$ cat src/rtl/sobel_mag_pkg.sv
// Shared types and defaults for the Sobel magnitude / bit-serial sqrt slice.
package sobel_mag_pkg;

  typedef enum logic [1:0] {IDLE = 2'd0, SQUARE = 2'd1, ITER = 2'd2, DONE = 2'd3} state_e;

  localparam int GRAD_W_DEF = 11;
  localparam int RAD_W_DEF  = 32;
  localparam int PIX_W_DEF  = 8;
  localparam int PIX_SAT    = (1 << PIX_W_DEF) - 1;

  function automatic int root_w(input int rad_w);
    return rad_w / 2;
  endfunction

  localparam int ROOT_W_DEF = root_w(RAD_W_DEF);

endpackage

$ cat src/rtl/sqrt_seq_core.sv
// Restoring integer square root datapath: one root bit per step strobe, two radicand bits consumed.
module sqrt_seq_core
  import sobel_mag_pkg::*;
#(
  parameter int RAD_W  = RAD_W_DEF,
  parameter int ROOT_W = root_w(RAD_W)
) (
  input  logic              clk,
  input  logic              rst_n,
  input  logic              load,
  input  logic [RAD_W-1:0]  load_rad,
  input  logic              step,
  output logic [ROOT_W-1:0] root
);

  // Remainder never exceeds 2*root, so ROOT_W+2 bits hold it; trial needs two more.
  localparam int REM_W = ROOT_W + 2;
  localparam int TRY_W = REM_W + 2;

  logic [RAD_W-1:0]  rad_q;
  logic [REM_W-1:0]  rem_q;
  logic [ROOT_W-1:0] root_q;
  logic [TRY_W-1:0]  rem_sh, trial;
  logic              neg;

  assign rem_sh = {rem_q, rad_q[RAD_W-1 -: 2]};
  assign trial  = rem_sh - {2'b00, root_q, 2'b01};
  assign neg    = trial[TRY_W-1];
  assign root   = root_q;

  always_ff @(posedge clk or negedge rst_n) begin
    if (!rst_n) begin
      rad_q  <= '0;
      rem_q  <= '0;
      root_q <= '0;
    end else if (load) begin
      rad_q  <= load_rad;
      rem_q  <= '0;
      root_q <= '0;
    end else if (step) begin
      rad_q  <= {rad_q[RAD_W-3:0], 2'b00};
      rem_q  <= neg ? rem_sh[REM_W-1:0] : trial[REM_W-1:0];
      root_q <= {root_q[ROOT_W-2:0], ~neg};
    end
  end

endmodule

$ cat src/rtl/sobel_mag_sqrt_ctrl.sv
// Sobel gradient magnitude controller: square, bit-serial sqrt, saturate, valid/ready on both sides.
module sobel_mag_sqrt_ctrl
  import sobel_mag_pkg::*;
#(
  parameter int GRAD_W = GRAD_W_DEF,
  parameter int RAD_W  = RAD_W_DEF,
  parameter int ROOT_W = root_w(RAD_W),
  parameter int PIX_W  = PIX_W_DEF
) (
  input  logic                     clk,
  input  logic                     rst_n,
  input  logic                     in_valid,
  output logic                     in_ready,
  input  logic signed [GRAD_W-1:0] in_gx,
  input  logic signed [GRAD_W-1:0] in_gy,
  output logic                     out_valid,
  input  logic                     out_ready,
  output logic [ROOT_W-1:0]        out_root,
  output logic [PIX_W-1:0]         out_mag,
  output logic                     busy
);

  localparam logic [1:0] S_IDLE   = IDLE;
  localparam logic [1:0] S_SQUARE = SQUARE;
  localparam logic [1:0] S_ITER   = ITER;
  localparam logic [1:0] S_DONE   = DONE;
  localparam int         CNT_W    = $clog2(ROOT_W + 1);
  localparam int         SAT      = (1 << PIX_W) - 1;

  logic [1:0]                state;
  logic [CNT_W-1:0]          cnt;
  logic signed [GRAD_W-1:0]  gx_q, gy_q;
  logic signed [2*GRAD_W-1:0] px, py;
  logic [2*GRAD_W:0]         sum;
  logic [ROOT_W-1:0]         root;
  logic                      accept, load, step;

  assign px = gx_q * gx_q;
  assign py = gy_q * gy_q;
  assign sum = {1'b0, px} + {1'b0, py};

  assign in_ready  = rst_n && ((state == S_IDLE) || (state == S_DONE && out_ready));
  assign accept    = in_valid && in_ready;
  assign out_valid = (state == S_DONE);
  assign busy      = (state != S_IDLE);
  assign load      = (state == S_SQUARE);
  // Counter runs ROOT_W..1 while stepping; the count-zero cycle lets the root settle before capture.
  assign step      = (state == S_ITER) && (cnt != '0);

  sqrt_seq_core #(.RAD_W(RAD_W), .ROOT_W(ROOT_W)) u_core (
    .clk      (clk),
    .rst_n    (rst_n),
    .load     (load),
    .load_rad (RAD_W'(sum)),
    .step     (step),
    .root     (root)
  );

  always_ff @(posedge clk or negedge rst_n) begin
    if (!rst_n) begin
      state    <= S_IDLE;
      cnt      <= '0;
      gx_q     <= '0;
      gy_q     <= '0;
      out_root <= '0;
      out_mag  <= '0;
    end else begin
      if (accept) begin
        gx_q <= in_gx;
        gy_q <= in_gy;
      end
      case (state)
        S_IDLE:   if (accept) state <= S_SQUARE;
        S_SQUARE: begin
          cnt   <= CNT_W'(ROOT_W);
          state <= S_ITER;
        end
        S_ITER: begin
          if (cnt != '0) begin
            cnt <= cnt - 1'b1;
          end else begin
            out_root <= root;
            out_mag  <= (root > ROOT_W'(SAT)) ? PIX_W'(SAT) : root[PIX_W-1:0];
            state    <= S_DONE;
          end
        end
        default:  if (out_ready) state <= accept ? S_SQUARE : S_IDLE;
      endcase
    end
  end

endmodule

$ cat config.mk
export PLATFORM = sky130hd
export DESIGN_NAME = sobel_mag_sqrt_ctrl
export DESIGN_NICKNAME = d
export VERILOG_FILES = /design/src/rtl/sobel_mag_pkg.sv /design/src/rtl/sqrt_seq_core.sv /design/src/rtl/sobel_mag_sqrt_ctrl.sv
export SDC_FILE = /design/constraint.sdc
export NUM_CORES = 1
export LEC_CHECK = 0
export ABC_AREA = 0
export CAP_MARGIN = 30
export CORE_MARGIN = 1
export CORE_UTILIZATION = 58
export CTS_CLUSTER_DIAMETER = 60
export DETAILED_ROUTE_END_ITERATION = 8
export PLACE_DENSITY = 0.83
export SLEW_MARGIN = 20
export SYNTH_ARGS = -nofsm -noshare
export SYNTH_HDL_FRONTEND = slang
export SYNTH_SLANG_ARGS = --single-unit
$ cat constraint.sdc
create_clock -name clk -period 6.85 [get_ports clk]
set_clock_uncertainty 0.2 [all_clocks]
set_input_delay 1.0275 -clock clk [delete_from_list [all_inputs] [get_ports clk]]
set_output_delay 1.0275 -clock clk [all_outputs]
set_load 0.05 [all_outputs]
## After elaboration in Yosys (flattened, before gate mapping)

Cells that the tools add are included.

- Register bits: 119
- Latch bits: 0
- RAM bits: 0
- Memory bits (read-only): 0
- Output and inout port bits: 27
- Logic and storage cells: 52
- Memories kept: 0

- Add/sub/neg operators: 3
- $mul: 2
- Divide/modulo/power cells: 0
- $lt $le $gt $ge: 1
- Eq/ne operators: 6
- Shift-type cells: 0
- Multiplexer cells: 15
- Bitwise logic cells: 2
- Reduce and logical (&&, ||, !) cells: 14

Operators by type and width:

| kind | number |
|---|---|
| 2-to-1 mux 32 bit | 2 |
| 2-to-1 mux 18 bit | 3 |
| multiplier 11 x 11 -> 22 bit | 2 |
| 2-to-1 mux 16 bit | 2 |
| adder 22 x 22 -> 23 bit | 1 |
| subtractor 20 x 18 -> 20 bit | 1 |
| > comparator 16 x 8 -> 1 bit, second input constant | 1 |
| case mux 5 bit (2 select lines) | 1 |
| 2-to-1 mux 8 bit | 1 |
| 2-to-1 mux 2 bit | 3 |
| case mux 2 bit (3 select lines) | 1 |
| nonzero test 2 bit | 3 |
| 2-to-1 mux 5 bit | 1 |
| nonzero test 5 bit | 1 |
| subtractor 5 x 1 -> 5 bit, second input constant | 1 |
| == test 2 bit, second input constant | 2 |
| logical AND 1 bit | 4 |
| != test 2 bit, second input constant | 2 |
| AND reduction 2 bit | 2 |
| nonzero test 4 bit | 1 |
| AND reduction 3 bit | 1 |
| == test 2 x 1 -> 1 bit, second input constant | 1 |
| zero test 2 bit | 1 |
| != test 2 x 1 -> 1 bit, second input constant | 1 |
| other kinds (3) | 4 |

## Logic depth before layout (Yosys ltp)

Gate-level depths: netlist of run 1.

- Word-level depth: 8
- Gate-level depth with buffers: 29

## By module

A second synthesis of run 1 with hierarchy kept.

- Cells, all modules: 1686
- Area total of the unflattened synthesis: 15581.2 µm²

By module, submodules not included:

| module | times used | cells each | area an instance (µm²) |
|---|---|---|---|
| sobel_mag_sqrt_ctrl | 1 | 1281 | 11652.4 |
| sqrt_seq_core | 1 | 405 | 3928.8 |

## Worst setup path after synthesis of run 1

Ideal clock, no wire load.

- Path kind: reg2reg
- From: register gx_q[6]
- To: register u_core.rad_q[17]
- Library setup time: 0.104 ns
- Data arrival time: 6.253 ns
- Data required time: 6.546 ns
- Path slack: 0.293 ns
- Cell stages (with the launch flop): 27
- Path buffers: 1
- Period minus slack after synthesis: 6.557 ns
- Cells stage by stage: dfrtp_1 clkbuf_1 inv_1 nor2_1 inv_1 fa_1 fa_1 fa_1 inv_1 fa_1 inv_1 fa_1 inv_1 ha_1 or3_1 o21bai_1 a21oi_1 o21bai_1 a21oi_1 xnor2_1 ha_1 inv_1 nor2_1 nand2_1 o31ai_1 a2111oi_0 a221oi_1

- Word-level cells in the longest chain between the ends: 3

Ends and longest elaborated chain:

| what | RTL line | source |
|---|---|---|
| start, declared | sobel_mag_sqrt_ctrl.sv:32 | `logic signed [GRAD_W-1:0] gx_q, gy_q;` |
| start signal, assigned | sobel_mag_sqrt_ctrl.sv:69 | `gx_q <= in_gx;` |
| multiplier 11 x 11 -> 22 bit | sobel_mag_sqrt_ctrl.sv:38 | `assign px = gx_q * gx_q;` |
| adder 22 x 22 -> 23 bit | sobel_mag_sqrt_ctrl.sv:40 | `assign sum = {1'b0, px} + {1'b0, py};` |
| 2-to-1 mux 32 bit | sqrt_seq_core.sv:36 | `end else if (load) begin` |
| end signal, assigned | sqrt_seq_core.sv:37 | `rad_q <= load_rad;` |
| end signal, assigned | sqrt_seq_core.sv:41 | `rad_q <= {rad_q[RAD_W-3:0], 2'b00};` |
| end, declared | sqrt_seq_core.sv:20 | `logic [RAD_W-1:0] rad_q;` |

No other way between the ends.
A chain may end at the register's enable or synchronous reset.

## Final worst setup path of run 1

- From: register gy_q[0]
- To: register u_core.rad_q[19]

- Word-level cells in the longest chain between the ends: 3

Ends and longest elaborated chain:

| what | RTL line | source |
|---|---|---|
| start, declared | sobel_mag_sqrt_ctrl.sv:32 |  |
| start signal, assigned | sobel_mag_sqrt_ctrl.sv:70 | `gy_q <= in_gy;` |
| multiplier 11 x 11 -> 22 bit | sobel_mag_sqrt_ctrl.sv:39 | `assign py = gy_q * gy_q;` |
| adder 22 x 22 -> 23 bit | sobel_mag_sqrt_ctrl.sv:40 |  |
| 2-to-1 mux 32 bit | sqrt_seq_core.sv:36 |  |

No other way between the ends.

==> results of run 1 <==
[cell usage in the layout (no fill, tap or decap), types with 4 or more instances in the layout]
cell type        instances
and3_1                   9
a21o_1                  21
o21bai_1                10
o31ai_1                  4
and2_1                  48
clkdlybuf4s50_1         51
ha_2                     4
xor2_1                  17
dfrtp_1                108
nor2_2                   4
inv_1                  339
o21a_1                  20
nor4_1                   6
nand3_1                 21
nand2b_1                 7
or3_1                    5
o311a_1                 10
clkbuf_16               17
o22ai_1                  6
mux2_2                  22
dfrtp_2                 11
o22a_1                   9
a211oi_1                15
nor2b_1                 26
nor2_1                  74
ha_1                   134
o211ai_1                 6
xnor2_1                 57
inv_6                    6
a2111oi_0                5
o21ai_0                 66
a21oi_1                 86
nand2_1                188
buf_4                   33
nand4_1                 12
mux2i_1                 12
nor3_1                  15
fa_1                   208
[metrics by stage]
stage | TNS, ps | utilization
floorplan | 0 | -
global placement | 0 | 0.628
detailed placement | 0 | 0.628
CTS | 0 | 0.650
global route | -133 | 0.655
finish | 0 | 0.655
[logic make-up after synthesis]
kind of cell | count (synthesis) | synth area share
AOI/OAI and AO/OA | 314 | 0.135
adders and majority gates | 346 | 0.380
buffers and inverters | 406 | 0.0992
and+or+nand+nor | 431 | 0.129
DFF | 119 | 0.192
xor gates and xnor gates | 74 | 0.0418
muxes | 34 | 0.0237
[final cells by class]
| cell class | instances | area share |
|---|---|---|
| repair buffers | 85 | 0.0449 |
| clock buffers | 17 | 0.0248 |
| well taps | 335 | 0.0245 |
| clock inverters | 15 | 0.00884 |
| inverters | 339 | 0.0743 |
| multi-input cells | 1199 | 0.648 |
| flip-flops and latches | 119 | 0.175 |
[worst min-delay path: cells and delay by family, from the launching register on]
kind | cells | cell delay [ps]
simple gates | 1 | 40
flops | 1 | 340
compound gates | 1 | 60
[metal layers]
| layer | GRT usage | wire length [um] | up-vias |
|---|---|---|---|
| met5 | 0 | 0 | - |
| met4 | 0.0835 | 839 | 0 |
| met3 | 0.0267 | 1140 | 60 |
| met2 | 0.478 | 17600 | 281 |
| met1 | 0.322 | 13700 | 5905 |
| li1 | - | - | 5633 |
[path summary, 6_finish.rpt]
check,start,end
max,gy_q[0]$_DFFE_PN0P_,u_core.rad_q[19]$_DFFE_PN0P_
min,out_root[6]$_DFFE_PN0P_,out_root[6]$_DFFE_PN0P_
max reg2reg,gy_q[0]$_DFFE_PN0P_,u_core.rad_q[19]$_DFFE_PN0P_
min reg2reg,out_root[6]$_DFFE_PN0P_,out_root[6]$_DFFE_PN0P_
max in group asynchronous,rst_n,gy_q[4]$_DFFE_PN0P_
min in group asynchronous,rst_n,u_core.root[3]$_DFFE_PN0P_
[timing repair]
item                                    CTS  global route
endpoints found under the hold margin     0             0
endpoints found under the setup margin    0             8
gates resized for setup                   0            33
setup buffers                             0             5
[registers in the layout, summed over array words and instances, names as in the netlist]
signal / count
u_core.rem_q: 18
gy_q: 11
state: 2
out_root: 16
u_core.root: 16
gx_q: 11
out_mag: 8
u_core.rad_q: 32
cnt: 5
==> metrics.yaml, run 1 <==
initial_core_util: 0.594
crit_cells: 26
placed_cell_area_sq_um: 16400
crit_type: "flop to flop"
maxCapViolations: 0
place_ws_ps: 107
areaGrowthSynthToFinish_pct: 10.3
ys_warn_count: 0
yosysSeqAreaShare: 0.192
post_drt_via_cell_ratio: 5.63
grt_pass1_vias: 12400
dieArea_sq_um: 27400
drtIter0Drc: 761
failed_checks: "DRC"
synth_cell_type_count: 67
grt_start_max_net_pins: 76
synth_most_common_cell: "inv_1"
drc: 14
synthArstFlopShare: 1.00
port_buffers: 52
clock_sinks: 119
place.detailed.hpwl_mm: 25.8
worst_setup_path_start_kind: "flop"
fin_crit_ps: 6590
dr.pass1.iters: 7
critPathTopFamily: "adder cells"
multi_input_area_sq_um: 11100
crit_required_ps: 6980
overflow: 0
antenna_cells: 0
cts_buffer_depth: 2
htreeDepth: 4
synth.top_cell.area_share: 0.268
nFillCells: 2055
drt-total-wl_mm: 33.3
post_drt_wl_per_cell_um: 15.8
cts_buffers: 17
worstPathArrival_ps: 6710
synthTopCellsByCount: "inv_1, fa_1, nand2_1"
post_route_cells_drive_above_1_share: 0.0755
clk_latency_ps: 430
cts_tree: "done"
globalplace.congestion: 0.898
r2r_slack_ps: 260
finalSetupViolCount: 0
fin_crit_sh: 0.962
whs_path_depth: 2
hold_class: "flop to flop"
final_antenna_net_count: 0
num_rows: 59
syn_area_per_cell_sq_um: 9.00
vias: 11900
slew_viol_final: 0
syn-num-nets: 2096
seq_area_sq_um: 2990
max_stage_delay_ps: 540
fin_area_sq_um: 17100
yosysTopAreaCell: "fa_1"
dp.cells: 2071
outcome: "finished, violations left"
track_usage: 0.261
synthCells: 1724
synth_flop_cell: "dfrtp_1"
max_clock_freq_mhz: 152
cp_num_buf_inv: 6
synth_area_sq_um: 15500
core-area_sq_um: 26100
root_buffer: "clkbuf_16"
hold_viol_final: 0
crit_path_end_kind: "flop"
synth_area_leaders: "fa_1, dfrtp_1, ha_1, inv_1, nand2_1"
reg2reg_depth: 26
finalWorstSetupSlack_ps: 262
postCtsHoldBufs: 0
ys_ff_latch: 119
grt_pass1_wl_mm: 57.1
slew_headroom: 0.380
final_cells: 2109
synth-edff-count: 0
antenna_found_initial: 0
cp_max_fo: 9
whs_ps: 278
path_clk_slew_ps: 80
die_h_um: 166
finalNetCount: 2133
die_w_um: 166
worstMarginPinSlew_ps: 929
cpMaxStageDelayCell: "fa_1"
io_pins: 53
Power of run 1 is left out: the tool's default activity adds up to more than one toggle a clock period on the data nets, which glitch-free logic cannot reach.
==> run 2: changes to the inputs <==
--- a/config.mk
+++ b/config.mk
@@ -15,4 +15,5 @@
 export SLEW_MARGIN = 20
 export SYNTH_ARGS = -nofsm -noshare
 export SYNTH_HDL_FRONTEND = slang
+export SYNTH_HIERARCHICAL = 1
 export SYNTH_SLANG_ARGS = --single-unit
==> run 2 against run 1 <==
  * The run still ends with DRC left
  * Critical path depth down 1
  * Register-to-register slack worse by 230 ps
  * Worst hold slack worse by 1.5 ps
  * Sequential cell count unchanged
  * Synthesized cell count down 2.2%
==> metrics.yaml, run 2 <==
syn_area_per_cell_sq_um: 9.24
slew_viol_final: 0
synth_area_leaders: "fa_1, dfrtp_1, ha_1, inv_1, mux2i_1"
antenna_cells: 0
mostFrequentLayoutCells: "inv_1, fa_1, nand2_1"
grt_pass1_vias: 12200
post_drt_wl_per_cell_um: 15.9
ys_ff_latch: 119
rsz0062_at_grt: "true"
path_common_cell: "fa_1"
root_buffer: "clkbuf_16"
path_clk_slew_ps: 60
grt_pass1_wl_mm: 55.8
post_route_cells_drive_above_1_share: 0.106
die_h_um: 166
clock_sinks: 119
drc: 6
cp_max_fo: 6
place.detailed.hpwl_mm: 25.3
worstPathArrival_ps: 6950
synth_cell_type_count: 76
fin_crit_ps: 6810
whs_path_depth: 2
vias: 11700
cpMaxStageDelayCell: "fa_1"
crit_path_end_kind: "flop"
synthArstFlopShare: 1.00
initial_core_util: 0.595
crit-reg2reg-capture: "u_core/rad_q[21]$_DFFE_PN0P_"
regMostFlops: "u_core/rad_q"
htreeDepth: 4
track_usage: 0.248
largest_reg_flops: 32
finalWorstSetupSlack_ps: 36.4
placed_cell_area_sq_um: 16600
r2r_slack_ps: 40
worst_setup_path_start_kind: "flop"
synth_most_common_cell: "inv_1"
synth.top_cell.area_share: 0.269
dieArea_sq_um: 27500
yosysSeqAreaShare: 0.191
ys_warn_count: 6
crit_type: "flop to flop"
dr.pass1.iters: 8
setup_tns_ps: 0
clk_latency_ps: 430
yosysTopAreaCell: "fa_1"
synthCells: 1686
maxCapViolations: 0
hold_viol_final: 0
antenna_found_initial: 0
port_buffers: 52
areaGrowthSynthToFinish_pct: 12.5
grt_start_max_net_pins: 105
post_drt_via_cell_ratio: 5.57
drt-total-wl_mm: 33.5
synth_area_sq_um: 15600
fin_crit_sh: 0.995
globalplace.congestion: 0.948
cts_tree: "done"
failed_checks: "DRC"
holdCritStartpoint: "out_root[1]$_DFFE_PN0P_"
core-area_sq_um: 26200
finalNetCount: 2128
fin_area_sq_um: 17500
die_w_um: 166
synth_flop_cell: "dfrtp_1"
max_clock_freq_mhz: 147
reg_top3: "u_core/rad_q x32, u_core/rem_q x18"
max_stage_delay_ps: 560
crit_required_ps: 6980
min_to: "out_root[1]$_DFFE_PN0P_"
final_antenna_net_count: 0
postCtsHoldBufs: 0
num_rows: 59
slew_headroom: 0.370
rr_startpoint: "gy_q[2]$_DFFE_PN0P_"
io_pins: 53
post-route-util: 0.669
overflow: 0
synthTopCellsByCount: "inv_1, fa_1, nand2_1"
cts_buffers: 17
reg2reg_depth: 25
outcome: "finished, violations left"
worstMarginPinSlew_ps: 944
synth-edff-count: 0
drtIter0Drc: 731
finalSetupViolCount: 0
cts_buffer_depth: 2
place_ws_ps: -25.5
layout_commonest_cell: "inv_1"
hold_class: "flop to flop"
==> run 2: worst max path at each step <==
stage	from	endpoint	slack [ps]
after floorplan	gx_q[2]$_DFFE_PN0P_	u_core/rad_q[21]$_DFFE_PN0P_	130
after global placement	gx_q[5]$_DFFE_PN0P_	u_core/rad_q[19]$_DFFE_PN0P_	110
after detailed placement	gx_q[2]$_DFFE_PN0P_	u_core/rad_q[21]$_DFFE_PN0P_	-30
after CTS	gy_q[6]$_DFFE_PN0P_	u_core/rad_q[21]$_DFFE_PN0P_	8
after global routing	gx_q[7]$_DFFE_PN0P_	u_core/rad_q[21]$_DFFE_PN0P_	-250
final	gy_q[2]$_DFFE_PN0P_	u_core/rad_q[21]$_DFFE_PN0P_	40
==> run 2: per-layer routing <==
metal	part of all wire	track usage	up-vias
li1	-	-	5481
met1	0.41	0.301	5866
met2	0.53	0.451	296
met3	0.032	0.0236	91
met4	0.032	0.104	0
met5	0	0	-
==> run 2: cell families after synthesis <==
family | count (synthesis) | synth area share
buffers and inverters | 406 | 0.101
AOI/OAI and AO/OA | 256 | 0.107
muxes | 85 | 0.0564
and+or+nand+nor | 389 | 0.118
other | 1 | 0.000241
DFF | 119 | 0.191
adders and majority gates | 343 | 0.376
xor gates and xnor gates | 87 | 0.0503
==> run 2: what timing repair did <==
item | CTS | global route
setup endpoints to repair | 3 | 8
pin swaps | 2 | 16
hold endpoints to repair | 0 | 0
buffers inserted | 1 | 13
resized for setup | 11 | 56
==> run 2: cell type report <==
type / instances / area (sq um)
inverter: 345 / 1300
fill: 1892 / 8680
sequential: 119 / 2990
clock inverter: 14 / 138
timing repair buffer: 107 / 951
multi-input combinational: 1169 / 11300
tap: 335 / 419
clock buffer: 18 / 429
==> run 2: worst max-delay path, delay by kind of cell, from the launching register on <==
family	cells	cell delay, ps
flip-flops	1	440
XOR/XNOR	2	280
buffers and inverters	3	170
AO/OA/AOI/OAI	10	1840
AND/OR/NAND/NOR	3	470
adder cells (fa/ha/maj)	7	3310
==> run 2: through the flow <==
stage	hold WS [ps]	std cells
2_1_floorplan	265	1694
3_3_place_gp	257	2060
3_5_place_dp	264	2060
4_1_cts	280	2093
5_1_grt	302	2107
6_report	276	2107
Power of run 2 is left out for the same reason.
==> run 3: changes to the inputs <==
--- a/config.mk
+++ b/config.mk
@@ -12,6 +12,7 @@
 export CTS_CLUSTER_DIAMETER = 60
 export DETAILED_ROUTE_END_ITERATION = 8
 export PLACE_DENSITY = 0.83
+export RECOVER_POWER = 25
 export SLEW_MARGIN = 20
 export SYNTH_ARGS = -nofsm -noshare
 export SYNTH_HDL_FRONTEND = slang
==> run 3 against run 2 <==
  * Register-to-register slack barely moved
  * Fmax fell by 0.15%
  * Worst hold slack barely moved
  * Largest cell class unchanged
  * Die area did not move
  * Critical path depth did not move
  * First-iteration DRC count did not move
  * The run ends with DRC, capacitance limit, slew limit left
  * Final cell count did not move
  * Clock-buffer cell count did not move
  * Global-route usage did not move
  * Routed wire length fell by 0.12%
==> metrics.yaml, run 3 (same netlist as run 2, synthesis figures left out) <==
cts_buffers: 17
clk_latency_ps: 430
outcome: "finished, violations left"
io_pins: 53
post_route_cells_drive_above_1_share: 0.105
post_drt_wl_per_cell_um: 15.9
worstPathArrival_ps: 6960
path_clk_slew_ps: 60
cts_tree: "done"
holdCritStartpoint: "out_root[1]$_DFFE_PN0P_"
maxCapViolations: 1
crit_type: "flop to flop"
fin_crit_ps: 6820
mostFrequentLayoutCells: "inv_1, fa_1, nand2_1"
cpMaxStageDelayCell: "fa_1"
areaGrowthSynthToFinish_pct: 12.5
crit_path_end_kind: "flop"
dp.cells: 2060
final_antenna_net_count: 0
antenna_cells: 0
fin_crit_sh: 0.996
die_w_um: 166
slew_headroom: -0.610
worst_setup_path_start_kind: "flop"
whs_ps: 276
finalSetupViolCount: 0
clock_sinks: 119
grt_start_max_net_pins: 105
path_common_cell: "fa_1"
drc: 6
dieArea_sq_um: 27500
reg_top3: "u_core/rad_q x32, u_core/rem_q x18"
drtIter0Drc: 731
grt_pass1_wl_mm: 55.8
max_stage_delay_ps: 560
largest_reg_flops: 32
worstMarginPinSlew_ps: 2410
place.detailed.hpwl_mm: 25.3
grt_pass1_vias: 12200
dr.pass1.iters: 8
finalNetCount: 2128
overflow: 0
layout_commonest_cell: "inv_1"
cp_num_buf_inv: 3
regMostFlops: "u_core/rad_q"
initial_core_util: 0.595
crit_required_ps: 6980
post_drt_via_cell_ratio: 5.56
rsz0062_at_grt: "true"
track_usage: 0.248
core-area_sq_um: 26200
critPathTopFamily: "adder cells"
htreeDepth: 4
failed_checks: "DRC, capacitance limit, slew limit"
max_clock_freq_mhz: 147
vias: 11700
rr_startpoint: "gy_q[2]$_DFFE_PN0P_"
port_buffers: 52
slew_viol_final: 48
globalplace.congestion: 0.948
hold_class: "flop to flop"
num_rows: 59
die_h_um: 166
cts_buffer_depth: 2
post-route-util: 0.669
antenna_found_initial: 0
cp_max_fo: 6
drt-total-wl_mm: 33.5
hold_viol_final: 0
final_cells: 2107
crit_start: "gy_q[2]$_DFFE_PN0P_"
root_buffer: "clkbuf_16"
## run 3: changes by cell type in the layout (fill, tap and decap cells not counted)
cell | before | now
buf_4 | 55 | 53
clkbuf_1 | 1 | 3
## run 3: path summary, 6_finish.rpt
| kind | endpoint | slack, ps | cells after the start |
|---|---|---|---|
| max | u_core/rad_q[21]$_DFFE_PN0P_ | 30 | 25 |
| min | out_root[1]$_DFFE_PN0P_ | 280 | 2 |
| max reg2reg | u_core/rad_q[21]$_DFFE_PN0P_ | 30 | 25 |
| min reg2reg | out_root[1]$_DFFE_PN0P_ | 280 | 2 |
| max in group asynchronous | gy_q[3]$_DFFE_PN0P_ | 3100 | 3 |
| min in group asynchronous | out_root[4]$_DFFE_PN0P_ | 1130 | 1 |
## run 3: repair_timing
item                       CTS  global route
pin swaps                    2            16
setup buffers                1            13
setup endpoints to repair    3             8
gates resized for setup     11            56
hold buffers                 0             0
## run 3: cell type report
class	instances	area, sq um
Clock buffer	18	429
Tap cell	335	419
Multi-Input combinational cell	1169	11300
Clock inverter	14	138
Timing Repair Buffer	107	943
Sequential cell	119	2990
Inverter	345	1300
Fill cell	1890	8680
## run 3: routing by layer
| layer | share of wire | GRT usage |
|---|---|---|
| met5 | 0 | 0 |
| met4 | 0.032 | 0.104 |
| met3 | 0.031 | 0.0236 |
| met2 | 0.53 | 0.451 |
| met1 | 0.41 | 0.301 |
## run 3: metrics by stage
| step | setup TNS (ps) | setup slack, ps | instance area (sq um) |
|---|---|---|---|
| after floorplan | 0 | 133 | 15600 |
| after global placement | 0 | 113 | 16600 |
| after detailed placement | -44.4 | -25.5 | 16600 |
| after CTS | 0 | 7.67 | 17200 |
| after global routing | -774 | -248 | 17500 |
| final | 0 | 26.3 | 17500 |
## run 3: worst reg2reg max path: stages, from the launching register on
cell and delay (ps):
dfrtp_1 440, nand2b_1 200, fa_1 560, inv_1 70, fa_1 510, fa_1 520
fa_1 550, inv_1 50, fa_1 540, inv_1 50, ha_1 360, o21a_1 140
o21ai_0 260, a211oi_2 90, nor2_2 220, xnor2_1 160, ha_1 260, a21o_1 190
a21o_1 170, a221o_1 360, a22oi_2 220, o21ai_1 120, a21oi_2 160, xnor2_1 130
nand2_1 70, o21ai_0 130
Power of run 3 is left out for the same reason.
==> patch: new RTL, settings of run 2 <==
Change the package constant `PIX_W_DEF` from 8 to 6.
--- a/src/rtl/sobel_mag_pkg.sv
+++ b/src/rtl/sobel_mag_pkg.sv
@@ -5,7 +5,7 @@
 
   localparam int GRAD_W_DEF = 11;
   localparam int RAD_W_DEF  = 32;
-  localparam int PIX_W_DEF  = 8;
+  localparam int PIX_W_DEF  = 6;
   localparam int PIX_SAT    = (1 << PIX_W_DEF) - 1;
 
   function automatic int root_w(input int rad_w);
Ports: changed (resized out_mag); port bits go from 53 to 51. The function was not compared with the original's and may differ.
==> patch against run 2 <==
  * The flow finishes with violations (DRC, setup timing)
  * Routed wire length increased by 6.4%
  * Core utilization increased by 1.0 points
  * Largest cell class unchanged
  * Worst setup slack got worse by 0.048 ns
  * Fmax decreased by 0.70%
  * Final area increased by 1.5%
  * Sequential cell count decreased by 2
  * Area after synthesis about the same
  * Synthesized cell count increased by 0.36%
Power is not shown: default switching activity piles up to over one toggle a cycle in this logic, so the estimate is an artifact.
==> patch: results (changes against run 2) <==
status=finished, violations left; failing checks=DRC, setup timing; grt met1 use=0.301 (about the same); Routed WL per cell=16.7 µm (+4.8%); Final Worst Setup Slack=-0.0114 ns (-0.0478 ns); Synth Area in Compound Gates=0.108 (+0.00155); pre-CTS setup slack=-0.0863 ns (-0.0608 ns); Detailed Place HPWL=25.6 mm (+1.3%); fillcell total=1853 (-2.1%); Hold Crit Start=out_root[11]; Max FO, Critical Path=7 (+1); Post-route DRC=5 (-1); register area share after synthesis=0.188 (-0.00330); vias in the first global route=12387 (+1.7%); XOR/XNOR Fraction of Synth Area=0.0477 (-0.00267); Commonest cells post-synth=334 x inv_1, 209 x fa_1, 167 x nand2_1, 134 x ha_1, 117 x dfrtp_1; met3 WL=1.46 mm (+37%); final setup fails=2 (+2); grt met3 use=0.0229 (-0.000715); met2 WL=18.8 mm (+6.1%); Yosys cell types=75 (-1.3%); Worst Tran Pin Value=0.806 ns (-0.139 ns); CP max stage cell=fa_1; Starting DRT DRC Count=976 (+34%); Pre-Repair DR Iteration Count=9 (+1); Port Buffers=50 (-3.8%); largest net degree at the start of global routing=78 (-26%); post-synthesis mux area share=0.0570 (+0.000615); wl on met1=14.0 mm (+2.2%); cts bufs inserted=17 (unchanged); hold endpoint=out_root[11]; Area contributors post-synth=fa_1 27%, dfrtp_1 19%, ha_1 11%; Vias/cell=5.72 (+2.7%); Top Layer Used=met4; All-Layer GR Usage=0.249 (+0.000937); met2 layer usage reported by global route=0.453 (+0.00257); adder-cell share of the synthesized area=0.376 (about the same); first-pass GRT wire length=56.3 mm (+0.88%); gpl congestion=0.882 (-6.9%); RR Startpoint=gy_q[4]
[patch: how the worst max path moves through the flow]
stage,startpoint,cells after the start,to
5_1_grt,gy_q[4],28,u_core/rad_q[21]
6_report,gy_q[4],28,u_core/rad_q[21]
3_5_place_dp,gy_q[6],27,u_core/rad_q[20]
2_1_floorplan,gx_q[10],26,u_core/rad_q[21]
3_3_place_gp,gy_q[6],26,u_core/rad_q[21]
4_1_cts,gx_q[3],24,u_core/rad_q[21]
[patch: per-stage QoR]
| stage | cell area (µm²) | cells | setup TNS, ns | util | hold WS, ns |
|---|---|---|---|---|---|
| after floorplan | 15600 | 1700 | 0 | - | 0.271 |
| after global placement | 16700 | 2080 | 0 | 0.636 | 0.259 |
| after detailed placement | 16700 | 2080 | -0.141 | 0.636 | 0.265 |
| after CTS | 17300 | 2112 | 0 | 0.658 | 0.280 |
| after global routing | 17800 | 2139 | -1.20 | 0.679 | 0.299 |
| final | 17800 | 2139 | -0.0182 | 0.679 | 0.279 |
[patch: critical path: cells and delay by family (launching register included)]
kind / cells / cell delay (ns)
adder cells (fa/ha/maj): 7 / 3.28
AO/OA/AOI/OAI: 9 / 1.48
AND/OR/NAND/NOR: 5 / 0.66
flip-flops: 1 / 0.46
buffers and inverters: 6 / 0.46
multiplexers: 1 / 0.27
[patch: layout make-up]
class,instances,share of cell area
inverter,340,0.0718
tap,335,0.0236
sequential,117,0.166
clock buffer,17,0.0239
timing repair buffer,131,0.0630
clock inverter,15,0.00830
multi-input combinational,1184,0.644
[patch: repair_timing]
action                     4_1_cts  5_1_grt
hold endpoints to repair         0        0
pin swaps                        0       46
setup endpoints to repair        3        6
setup buffers                    0       27
resized for setup                4      102
